### src/rtl/ecc_sed_decoder.sv
// Single-error-detect parity checker feeding a 2-entry elastic buffer.
// Tracks a saturating error count and a sticky error flag at push time.
module ecc_sed_decoder #(
    parameter int unsigned DATA_W = 12,
    parameter int unsigned CNT_W  = 8
) (
    input  logic              clk,
    input  logic              rst,
    input  logic              enc_valid,
    output logic              enc_ready,
    input  logic [DATA_W:0]   enc_codeword,
    output logic              dec_valid,
    input  logic              dec_ready,
    output logic [DATA_W-1:0] dec_data,
    output logic              dec_err,
    output logic [CNT_W-1:0]  err_count,
    output logic              err_sticky,
    input  logic              clr_err
);

    logic [DATA_W-1:0] data_q [2];
    logic [DATA_W-1:0] data_d [2];
    logic [1:0]        err_q;
    logic [1:0]        err_d;
    logic [1:0]        occ_q, occ_d;
    logic              wr_ptr_q, wr_ptr_d;
    logic              rd_ptr_q, rd_ptr_d;
    logic [CNT_W-1:0]  cnt_q, cnt_d;
    logic              sticky_q, sticky_d;

    logic syndrome;
    logic push;
    logic pop;

    // Even parity over the full codeword: any odd number of flips is flagged.
    assign syndrome  = ^enc_codeword;
    assign enc_ready = (occ_q != 2'd2);
    assign dec_valid = (occ_q != 2'd0);
    assign push      = enc_valid && enc_ready;
    assign pop       = dec_valid && dec_ready;

    assign dec_data   = data_q[rd_ptr_q];
    assign dec_err    = err_q[rd_ptr_q];
    assign err_count  = cnt_q;
    assign err_sticky = sticky_q;

    always_comb begin
        data_d   = data_q;
        err_d    = err_q;
        wr_ptr_d = wr_ptr_q;
        rd_ptr_d = rd_ptr_q;
        occ_d    = occ_q;
        if (push) begin
            data_d[wr_ptr_q] = enc_codeword[DATA_W-1:0];
            err_d[wr_ptr_q]  = syndrome;
            wr_ptr_d         = ~wr_ptr_q;
        end
        if (pop) begin
            rd_ptr_d = ~rd_ptr_q;
        end
        unique case ({push, pop})
            2'b10:   occ_d = occ_q + 2'd1;
            2'b01:   occ_d = occ_q - 2'd1;
            default: occ_d = occ_q;
        endcase
    end

    always_comb begin
        cnt_d    = cnt_q;
        sticky_d = sticky_q;
        if (clr_err) begin
            cnt_d    = '0;
            sticky_d = 1'b0;
        end
        if (push && syndrome) begin
            sticky_d = 1'b1;
            // A clear in the same cycle still counts the incoming error.
            if (clr_err) begin
                cnt_d = CNT_W'(1);
            end else if (cnt_q != {CNT_W{1'b1}}) begin
                cnt_d = cnt_q + CNT_W'(1);
            end
        end
    end

    always_ff @(posedge clk or negedge rst) begin
        if (!rst) begin
            data_q[0] <= '0;
            data_q[1] <= '0;
            err_q     <= '0;
            wr_ptr_q  <= 1'b0;
            rd_ptr_q  <= 1'b0;
            occ_q     <= 2'd0;
            cnt_q     <= '0;
            sticky_q  <= 1'b0;
        end else begin
            data_q    <= data_d;
            err_q     <= err_d;
            wr_ptr_q  <= wr_ptr_d;
            rd_ptr_q  <= rd_ptr_d;
            occ_q     <= occ_d;
            cnt_q     <= cnt_d;
            sticky_q  <= sticky_d;
        end
    end

endmodule

### config.mk
export PLATFORM = sky130hd
export DESIGN_NAME = ecc_sed_decoder
export DESIGN_NICKNAME = d
export VERILOG_FILES = /design/src/rtl/ecc_sed_decoder.sv
export SDC_FILE = /design/constraint.sdc
export NUM_CORES = 1
export LEC_CHECK = 0
export CORE_MARGIN = 2
export CORE_UTILIZATION = 51
export CTS_BUF_LIST = sky130_fd_sc_hd__clkbuf_4 sky130_fd_sc_hd__clkbuf_8 sky130_fd_sc_hd__clkbuf_16
export DETAILED_ROUTE_END_ITERATION = 8
export HOLD_SLACK_MARGIN = 0.02
export PLACE_DENSITY = 0.87
export SLEW_MARGIN = 30
export SYNTH_ARGS = -nofsm -noshare
export SYNTH_HDL_FRONTEND = slang
export SYNTH_SLANG_ARGS = --single-unit
### constraint.sdc
create_clock -name clk -period 2.75 [get_ports clk]
set_input_delay 0.275 -clock clk [delete_from_list [all_inputs] [get_ports clk]]
set_output_delay 0.275 -clock clk [all_outputs]
set_load 0.05 [all_outputs]
==> results.toml <==
[finish]
area_growth_syn_to_layout_pct = 29.1
diodes = 0
final_cells = 245
layout.nets = 216
finish.utilization = 0.684
multi_input_area_um2 = 895
fillCellCount = 282
regArea_um2 = 976
drive_gt1_frac = 0.254

[logic_synthesis]
syn_area_per_cell_um2 = 12.5
synth.top_cell.area_share = 0.507
ys_ff_latch = 39
synth.distinct_cells = 29
yosysMostFrequentCell = "dfrtp_1"
yosysWarnings = 0
synth_common_cells = "dfrtp_1, mux2_2, nand2_1"
synth_edf_count = 0
yosysTopAreaCell = "dfrtp_1"
synth-async-reset-ratio = 1.00
ys_seq_area_frac = 0.507
synth_ff_type = "dfrtp_1"
netlist_area_um2 = 1920
synthCells = 154
synth_area_leaders = "dfrtp_1, mux2_2, xnor2_1, xnor3_1, nand2_1"
synth_nets = 174

[worst_setup_path]
start_kind = "register"
path_class = "register to output pin"
critPathCaptureType = "output pin"
cp_max_fo = 14
worst_ep_required_time_ns = 2.48
worstPathArrival_ns = 2.15

[routing]
routed_wl_um = 3920
routedWlPerCell_um = 16.0
first_pass_iters = 4
num_vias = 1313
route.detailed.drc = 0
first_iter_violations = 49
viasPerCell = 5.36
ant_nets = 0

[die]
die_w_um = 65.4
initial_core_util = 0.529
core_um2 = 3630
row_count = 22
pin_count = 42
die_height_um = 65.4
die_area_um2 = 4280

[cts]
clkSinkCount = 39
cts_tree = "yes"
cts_resized = 0
clkTransAtPathRegs_ns = 0.08
cts_setup_buffers = 0
cts_buffers = 5
clk_latency_ns = 0.29
h-tree-depth = 2
hold_buffers = 0
clock_path_buffers = 2
cts-root-buf = "clkbuf_8"

[sta]
min_period_ns = 2.43
fin_hold_ws_ns = 0.0851
slew_violations = 0
setup_viol = 0
final_hold_viol_count = 0
max-slew-margin-rel = 0.431
fin_setup_tns_ns = 0
fin_crit_sh = 0.883
max_freq_mhz = 412
clock_skew_ns = 0.00813
worst_slew_pin_slew_ns = 0.853
rsz0062_at_grt = "false"

[place]
hpwl_um = 2820
io_buffer_count = 41
place_inst = 237
gp_congestion = 0.832

[grt]
grt_pass1_wl_um = 6510
grt_pass1_vias = 1399
grtUsageTotal = 0.204
antenna_found_initial = 0
grt_remaining_overflow = 0
grt_max_degree = 40

[pwr]
ir_drop_uv = 751
power_leakage_uw = 0.00105
pwr_density_cell_nw_per_um2 = 1300

[run_status]
outcome = "complete, no violations"

[flow_run]
maxCapViolations = 0

[min_path]
min_path_type = "input port to asynchronous set/reset pin"
layout make-up:
| class | count | share of cell area |
|---|---|---|
| sequential | 39 | 0.393 |
| multi-input combinational | 102 | 0.360 |
| timing repair buffer | 42 | 0.166 |
| clock buffer | 6 | 0.0332 |
| tap | 48 | 0.0242 |
| clock inverter | 2 | 0.0141 |
| inverter | 6 | 0.00907 |
final timing paths:
check	start	endpoint	slack, ns	cells after the start
min in group clk	err_q[1]$_DFFE_PN0P_	err_q[1]$_DFFE_PN0P_	0.49	2
hold reg to reg	err_q[1]$_DFFE_PN0P_	err_q[1]$_DFFE_PN0P_	0.49	2
max in group asynchronous	rst	occ_q[0]$_DFFE_PN0P_	2.12	1
hold / removal	rst	data_q[2]$_DFFE_PN0P_	0.09	1
setup reg to reg	occ_q[0]$_DFFE_PN0P_	data_q[15]$_DFFE_PN0P_	0.85	4
setup / recovery	rd_ptr_q$_DFFE_PN0P_	dec_data[10]	0.32	2
stage by stage:
stage	power [uW]	cell area, um^2	setup slack, ns
after floorplan	2250	1920	0.535
after global placement	2700	2370	0.228
after detailed placement	2770	2370	0.183
after CTS	3270	2480	0.294
after global routing	3410	2480	0.217
final	3230	2480	0.322
flip-flops by register name, summed over array words and instances, names as in the netlist:
signal      cells
rd_ptr_q        1
wr_ptr_q        1
err_q           2
data_q         24
occ_q           2
err_count       8
err_sticky      1
placed cells by master, fill, tap and decap left out, types with 2 or more instances in the layout:
cell type and n:
clkdlybuf4s50_1 40, dfrtp_1 39, mux2_2 38, nand2_1 12
xnor2_1 8, inv_1 6, clkbuf_8 6, o21ai_0 5
a21oi_1 4, nand2b_1 3, xnor3_1 3, nand3_1 3
or3_1 3, nor2_1 3, and2_1 2, o311a_1 2
o31ai_1 2, xor2_1 2, ha_1 2
cell families (layout without fill, tap and decap cells):
logic type                 Yosys count  in the layout  share of synthesized area
AOI/OAI and AO/OA                   15             15                     0.0547
and+or+nand+nor                     33             33                     0.0891
muxes                               39             39                      0.228
buffers and inverters               13             56                     0.0273
DFF                                 39             39                      0.507
xor gates and xnor gates            13             13                     0.0807
adders and majority gates            2              2                     0.0130
where the power goes:
part           internal, uW  switching (uW)
Sequential              818             168
Clock                   294             198
Combinational           748            1010
Total                  1860            1380
layer usage:
metal | vias to the layer above | wire [um] | global-route usage
met5 | - | 0 | 0
li1 | 627 | - | -
met3 | 6 | 156 | 0.0514
met1 | 648 | 1720 | 0.245
met2 | 32 | 2010 | 0.361
met4 | 0 | 35 | 0.0625
critical path: stages, from the launching register on:
cell and delay, ns:
dfrtp_1 0.74, mux2_2 0.42, clkdlybuf4s50_1 0.70
No activity file was read; power rests on OpenSTA's default activity.
